File: src/rtl/ifft4_pkg.sv
// ifft4_pkg: widths, complex types and the 1/4 scaling helper.
// Define IFFT4_ROUND_EN for round-half-up scaling instead of floor.
package ifft4_pkg;

  localparam int DW   = 32;
  localparam int S1_W = DW + 1;
  localparam int S2_W = DW + 2;

  typedef struct packed {
    logic signed [DW-1:0] re;
    logic signed [DW-1:0] im;
  } cplx_t;

  typedef struct packed {
    logic signed [S1_W-1:0] re;
    logic signed [S1_W-1:0] im;
  } cplx_s1_t;

  typedef struct packed {
    logic signed [S2_W-1:0] re;
    logic signed [S2_W-1:0] im;
  } cplx_s2_t;

  // 34b stage-2 value to 16.16; the sum of four DW values always fits.
  function automatic logic signed [DW-1:0] scale_q2(
    input logic signed [S2_W-1:0] v
  );
    logic signed [S2_W-1:0] t;
`ifdef IFFT4_ROUND_EN
    t = v + S2_W'(2);
`else
    t = v;
`endif
    t = t >>> 2;
    return t[DW-1:0];
  endfunction

endpackage

File: src/rtl/ifft_4point_if.sv
// ifft_4point_if: frame-in / samples-out valid/ready bus.
// master = frame source and sample sink, slave = the transform.
interface ifft_4point_if #(
  parameter int CNT_W = 16
);
  import ifft4_pkg::*;

  logic             in_valid;
  logic             in_ready;
  cplx_t [3:0]      f;
  logic             out_valid;
  logic             out_ready;
  cplx_t [3:0]      x;
  logic [CNT_W-1:0] frame_cnt;

  modport master (
    output in_valid, f, out_ready,
    input  in_ready, out_valid, x, frame_cnt
  );

  modport slave (
    input  in_valid, f, out_ready,
    output in_ready, out_valid, x, frame_cnt
  );

endinterface

File: src/rtl/ifft_bfly2.sv
// ifft_bfly2: complex radix-2 butterfly, sum and difference.
// Outputs grow by one bit so the result never wraps.
module ifft_bfly2 #(
  parameter int W = 32
) (
  input  logic signed [W-1:0] a_re_i,
  input  logic signed [W-1:0] a_im_i,
  input  logic signed [W-1:0] b_re_i,
  input  logic signed [W-1:0] b_im_i,
  output logic signed [W:0]   s_re_o,
  output logic signed [W:0]   s_im_o,
  output logic signed [W:0]   d_re_o,
  output logic signed [W:0]   d_im_o
);

  function automatic logic signed [W:0] sx(
    input logic signed [W-1:0] v
  );
    return {v[W-1], v};
  endfunction

  assign s_re_o = sx(a_re_i) + sx(b_re_i);
  assign s_im_o = sx(a_im_i) + sx(b_im_i);
  assign d_re_o = sx(a_re_i) - sx(b_re_i);
  assign d_im_o = sx(a_im_i) - sx(b_im_i);

endmodule

File: src/rtl/ifft_4point.sv
// ifft_4point: streaming 4-point inverse FFT, 3 register stages.
// Build option IFFT4_ROUND_EN selects rounding in the final 1/4 scale.
module ifft_4point
  import ifft4_pkg::*;
#(
  parameter int CNT_W = 16
) (
  input logic         clk,
  input logic         rst_n,
  ifft_4point_if.slave bus
);

  logic             en;
  logic             v0_q, v1_q, v2_q;
  cplx_t [3:0]      f_q;
  cplx_s1_t         a0_q, a1_q, b0_q, b1_q;
  cplx_s1_t         a0_d, a1_d, b0_d, b1_d;
  cplx_s2_t         x0_w, x1_w, x2_w, x3_w;
  cplx_t [3:0]      x_q, x_d;
  logic [CNT_W-1:0] cnt_q, cnt_d;

  assign en = bus.out_ready || !v2_q;

  ifft_bfly2 #(.W(DW)) u_s1_a (
    .a_re_i(f_q[0].re), .a_im_i(f_q[0].im),
    .b_re_i(f_q[2].re), .b_im_i(f_q[2].im),
    .s_re_o(a0_d.re),   .s_im_o(a0_d.im),
    .d_re_o(a1_d.re),   .d_im_o(a1_d.im)
  );

  ifft_bfly2 #(.W(DW)) u_s1_b (
    .a_re_i(f_q[1].re), .a_im_i(f_q[1].im),
    .b_re_i(f_q[3].re), .b_im_i(f_q[3].im),
    .s_re_o(b0_d.re),   .s_im_o(b0_d.im),
    .d_re_o(b1_d.re),   .d_im_o(b1_d.im)
  );

  ifft_bfly2 #(.W(S1_W)) u_s2_e (
    .a_re_i(a0_q.re), .a_im_i(a0_q.im),
    .b_re_i(b0_q.re), .b_im_i(b0_q.im),
    .s_re_o(x0_w.re), .s_im_o(x0_w.im),
    .d_re_o(x2_w.re), .d_im_o(x2_w.im)
  );

  // +j*b1 by swapping b1's components: x1 = a1 + j*b1, x3 = a1 - j*b1
  ifft_bfly2 #(.W(S1_W)) u_s2_o (
    .a_re_i(a1_q.re), .a_im_i(a1_q.im),
    .b_re_i(b1_q.im), .b_im_i(b1_q.re),
    .s_re_o(x3_w.re), .s_im_o(x1_w.im),
    .d_re_o(x1_w.re), .d_im_o(x3_w.im)
  );

  always_comb begin
    x_d = '0;
    x_d[0].re = scale_q2(x0_w.re);
    x_d[0].im = scale_q2(x0_w.im);
    x_d[1].re = scale_q2(x1_w.re);
    x_d[1].im = scale_q2(x1_w.im);
    x_d[2].re = scale_q2(x2_w.re);
    x_d[2].im = scale_q2(x2_w.im);
    x_d[3].re = scale_q2(x3_w.re);
    x_d[3].im = scale_q2(x3_w.im);
  end

  always_comb begin
    cnt_d = cnt_q;
    if (v2_q && bus.out_ready) cnt_d = cnt_q + CNT_W'(1);
  end

  always_ff @(posedge clk or negedge rst_n) begin
    if (!rst_n) begin
      v0_q  <= 1'b0;
      v1_q  <= 1'b0;
      v2_q  <= 1'b0;
      f_q   <= '0;
      a0_q  <= '0;
      a1_q  <= '0;
      b0_q  <= '0;
      b1_q  <= '0;
      x_q   <= '0;
      cnt_q <= '0;
    end else begin
      if (en) begin
        v0_q <= bus.in_valid;
        v1_q <= v0_q;
        v2_q <= v1_q;
      end
      if (en && bus.in_valid) f_q <= bus.f;
      if (en && v0_q) begin
        a0_q <= a0_d;
        a1_q <= a1_d;
        b0_q <= b0_d;
        b1_q <= b1_d;
      end
      if (en && v1_q) x_q <= x_d;
      cnt_q <= cnt_d;
    end
  end

  assign bus.in_ready  = en;
  assign bus.out_valid = v2_q;
  assign bus.x         = x_q;
  assign bus.frame_cnt = cnt_q;

endmodule

File: src/flat_wrapper.sv
// flat-port wrapper written by rule: the top's interface ports become plain ports
module ifft_4point_flat import ifft4_pkg::*;
#(
  parameter int CNT_W = 16
)
  (clk, rst_n, bus_in_valid, bus_f, bus_out_ready, bus_in_ready, bus_out_valid, bus_x, bus_frame_cnt);
  ifft_4point_if #(.CNT_W(CNT_W)) bus_i ();
  input logic clk;
  input logic rst_n;
  input wire logic [$bits(bus_i.in_valid)-1:0] bus_in_valid;
  input wire logic [$bits(bus_i.f)-1:0] bus_f;
  input wire logic [$bits(bus_i.out_ready)-1:0] bus_out_ready;
  output wire logic [$bits(bus_i.in_ready)-1:0] bus_in_ready;
  output wire logic [$bits(bus_i.out_valid)-1:0] bus_out_valid;
  output wire logic [$bits(bus_i.x)-1:0] bus_x;
  output wire logic [$bits(bus_i.frame_cnt)-1:0] bus_frame_cnt;
  assign bus_i.in_valid = bus_in_valid;
  assign bus_i.f = bus_f;
  assign bus_i.out_ready = bus_out_ready;
  assign bus_in_ready = bus_i.in_ready;
  assign bus_out_valid = bus_i.out_valid;
  assign bus_x = bus_i.x;
  assign bus_frame_cnt = bus_i.frame_cnt;
  ifft_4point #(.CNT_W(CNT_W)) u_core (.clk(clk), .rst_n(rst_n), .bus(bus_i));
endmodule
File: config.mk
export PLATFORM = sky130hd
export DESIGN_NAME = ifft_4point_flat
export DESIGN_NICKNAME = d
export VERILOG_FILES = /design/src/rtl/ifft4_pkg.sv /design/src/rtl/ifft_4point_if.sv /design/src/rtl/ifft_bfly2.sv /design/src/rtl/ifft_4point.sv /design/src/flat_wrapper.sv
export SDC_FILE = /design/constraint.sdc
export NUM_CORES = 2
export LEC_CHECK = 0
export ABC_AREA = 1
export ABC_CLOCK_PERIOD_IN_PS = 3300
export CORE_MARGIN = 2
export CORE_UTILIZATION = 30
export CTS_BUF_LIST = sky130_fd_sc_hd__clkbuf_4 sky130_fd_sc_hd__clkbuf_8 sky130_fd_sc_hd__clkbuf_16
export DETAILED_ROUTE_END_ITERATION = 7
export SYNTH_ARGS = -nofsm -noshare
export SYNTH_HDL_FRONTEND = slang
export SYNTH_HIERARCHICAL = 1
export SYNTH_SLANG_ARGS = --single-unit
File: constraint.sdc
create_clock -name clk -period 3.3 [get_ports clk]
set_clock_uncertainty 0.2 [all_clocks]
set_input_delay 0.66 -clock clk [delete_from_list [all_inputs] [get_ports clk]]
set_output_delay 0.66 -clock clk [all_outputs]
set_load 0.01 [all_outputs]
; ---- After elaboration in Yosys (flattened, before gate mapping)
; Index checks and enable logic that the tools add are counted.
[word_totals]
regBits = 795
elab_cells = 51
output_inout_bits = 274
input_bits = 260
[classes]
addsub = 17
reduce_logical = 6
[op_table]
columns = operator, n
row1 = $add A33 B33 Y34, 4
row2 = $sub A33 B33 Y34, 4
row3 = $add A32 B32 Y33, 4
row4 = $sub A32 B32 Y33, 4
row5 = $add A16 B1 Y16 const B, 1
row6 = $logic_and A1 B1 Y1, 4
row7 = $logic_not A1 Y1, 1
row8 = $logic_or A1 B1 Y1, 1

; ---- Logic depth before layout (Yosys ltp)
[logic_depth]
ltp_word = 3
depth_mapped = 17
mapped_depth_nobuf = 16

; ---- Modules after synthesis
; The synthesis kept the hierarchy.
[modules_own_cells]
columns = module, n_inst, area_per_inst_um2, seq_area_each_um2, cells_per_inst
row1 = ifft_4point, 1, 29838.6, 19894.1, 1758
row2 = ifft_bfly2 (u_core.u_s1_a ...), 2, 10428.8, 0.0, 2116
row3 = ifft_bfly2 (u_core.u_s2_o), 1, 9196.3, 0.0, 1784
row4 = ifft_bfly2 (u_core.u_s2_e), 1, 9142.5, 0.0, 1784

; ---- Least setup slack after synthesis
; Ideal clock, no wire load.
[synth_path]
kind = reg2reg
startpoint = reg u_core/a0_q[33] (netlist name)
endpoint = reg u_core.x_q, in the netlist u_core/bus.x[190]
setup_ns = 0.125
stages_incl_launch_ff = 17
required_time_ns = 2.975
synth_period_minus_slack_ns = 2.383
arrival_ns = 2.058
slack_ns = 0.917
n_path_buf = 0
cell_sequence = dfrtp_1 -> inv_1 -> ha_1 -> inv_1 -> fa_1 -> nand2_1 -> nand3_1 -> and2_1 -> nand2_1 -> nand2_1 -> nand2_1 -> nand2_1 -> nand2_1 -> nand2_1 -> nand2_1 -> nand2_1 -> mux2_2
[synth_rtl]
columns = element, line
row1 = from (decl), ifft_4point.sv:16  ; cplx_s1_t a0_q, a1_q, b0_q, b1_q;
row2 = from (signal assigned), ifft_4point.sv:76  ; a0_q <= '0;
row3 = from (signal assigned), ifft_4point.sv:90  ; a0_q <= a0_d;
row4 = to (signal assigned), ifft_4point.sv:80  ; x_q <= '0;
row5 = to (signal assigned), ifft_4point.sv:95  ; if (en && v1_q) x_q <= x_d;
row6 = to (decl), ifft_4point.sv:19  ; cplx_t [3:0] x_q, x_d;

==> metrics.md <==
| Metric | Value |
|---|---|
| Post-place instance area | `77420 um^2` |
| Die Y | `483.6 um` |
| CP peak stage delay | `470 ps` |
| Crit path kind | `reg2reg` |
| WL final | `255100 um` |
| Synth Cell Area | `68990 um^2` |
| Post-DP HPWL | `215700 um` |
| Die Wd | `483.6 um` |
| CP Buf/Inv Count | `2` |
| Syn-to-layout area delta | `17.24%` |
| GRT Residual Overflow | `0` |
| Drt pass-1 iters | `8` |
| Layout filler cell count | `24459` |
| Antenna violations before repair | `27` |
| Clock Path Buffers | `3` |
| Crit share post-route | `88.32%` |
| Slew HR | `54.24%` |
| Max Cap Viol | `0` |
| Worst EP arrival | `3330 ps` |
| Routed len/inst | `19.39 um` |
| Slew Viols, Final | `0` |
| Root Buffer | `clkbuf_16` |
| Synth Warn # | `6` |
| Req. time, crit path | `3710 ps` |
| Largest net degree at the start of global routing | `121` |
| Worst min path class | `in2async` |
| Status | `finished clean` |
| Port bufs | `533` |
| Final Instance Area | `80880 um^2` |
| Num CTS Buffers | `95` |
| Layout cells sized above 1 | `12.42%` |
| Row count | `176` |
| Layout net count | `10826` |
| H-Tree Depth | `3` |
| Pre-CTS WS | `471.7 ps` |
| Syn Inst Count | `9550` |
| Worst-path cell chain | `inv_1 > ha_1 > inv_1 > fa_1 > nand2_1 > nand3_1 > nand3_1 > nand2_1 > a21oi_1 > or2_1 > nand2_1 > nand2_1 > nand2_1 > mux2_2` |
| First-pass GRT wire length | `377200 um` |
| Critical Path Most Common Cell | `nand2_1` |
| Syn_area_per_cell | `7.224 um^2` |
| Max Freq | `0.3431 GHz` |
| Most common cell after layout, fill and taps aside | `nand2_1` |
| Via count | `61761` |
| DRC violations left | `0` |
| DIE AREA | `233800 um^2` |
| Hold Vio Cnt, Final | `0` |
| RSZ-0062 raised after global routing | `false` |
| Setup ws final | `385.4 ps` |
| FF+latch area | `19890 um^2` |
| Vias in the first global route | `58603` |
| Global Route Usage Sum | `21.24%` |
| Sum Neg Setup Slack | `0 ps` |
| CP max stage cell | `fa_1` |
| Worst skew pair latency | `760 ps` |
| CP Launch Type | `flop` |
| Vias per cell | `4.695` |
| Endpoints failing setup | `0` |
| GPL Wtd Cong | `1.003` |
| Slew @ Worst Pin | `686.4 ps` |
| Worst Setup End Kind | `flop` |
| Multi-input gate area | `40760 um^2` |
| Clock Pin Slew Worst Setup and Hold Paths | `60 ps` |
| Initial Utilization | `30.10%` |
| Top delay family on crit path | `simple AND/OR/NAND/NOR gates` |
| Clk sinks | `795` |
| CTS tree | `yes` |
| CP Max Fanout | `4` |
| Antenna Nets Post-Route | `0` |
| Min Tclk post-route | `2915 ps` |
| Most frequent cells in the layout | `2799 x nand2_1, 1605 x inv_1, 846 x nor2_1` |
| I/O pins | `534` |
| Starting DRT DRC Count | `5317` |
| Core ar. | `229200 um^2` |
| Syn Nets | `10347` |
## metrics by stage
step	hold slack [ps]	util [%]	cells
after floorplan	164.4	-	9550
after detailed placement	280.8	33.77	12957
final	219.9	35.28	13154
after global placement	274.1	33.77	12957
after CTS	158.3	35.26	13135
after global routing	228.6	35.28	13147
## path summary, 6_finish.rpt
check                                                    from                       endpoint  slack, ps  cells past startpoint
worst max-delay path              u_core/a0_q[33]$_DFFE_PN0P_  u_core/bus.x[184]$_DFFE_PN0P_        390                     14
worst min-delay path                                    rst_n    u_core/f_q[169]$_DFFE_PN0P_        220                      2
worst max register to register    u_core/a0_q[33]$_DFFE_PN0P_  u_core/bus.x[184]$_DFFE_PN0P_        390                     14
worst min register to register  u_core/bus.x[225]$_DFFE_PN0P_  u_core/bus.x[225]$_DFFE_PN0P_        290                      1
max in group asynchronous                               rst_n     u_core/f_q[14]$_DFFE_PN0P_       1640                      3
min in group clk                u_core/bus.x[225]$_DFFE_PN0P_  u_core/bus.x[225]$_DFFE_PN0P_        290                      1
## flip-flops by register name (all words and copies together), names as in the netlist, 16 cells and up
name and flops:
u_core/b0_q 66, u_core/bus.x 256, u_core/bus.frame_cnt 16, u_core/a1_q 66, u_core/a0_q 66, u_core/f_q 256, u_core/b1_q 66
## area by class of cell
cell class / count / share of cell area [%]
clock inverters: 54 / 0.8647
repair buffers: 673 / 8.431
flip-flops and latches: 795 / 24.60
multi-input cells: 6820 / 50.40
diodes: 19 / 0.05878
well taps: 3026 / 4.681
clock buffers: 123 / 3.344
inverters: 1644 / 7.629
## timing repair
item	in CTS	in global routing
endpoints found under the hold margin	80	0
gates resized for setup	0	0
hold buffers	1	0
buffers inserted	0	0
## routing by layer
layer / share of wire (%) / routed length [um] / up-vias / GRT usage [%]
met4: 4.1 / 10350 / 4 / 8.522
met5: 0.010 / 26 / - / 0
met1: 45 / 115000 / 28800 / 28.78
met2: 45 / 113700 / 1992 / 33.82
met3: 6.3 / 16050 / 309 / 3.150
li1: - / - / 30656 / -
Power is left out: the tool's default activity adds up to more than one toggle a clock period on the data nets, which glitch-free logic cannot reach.
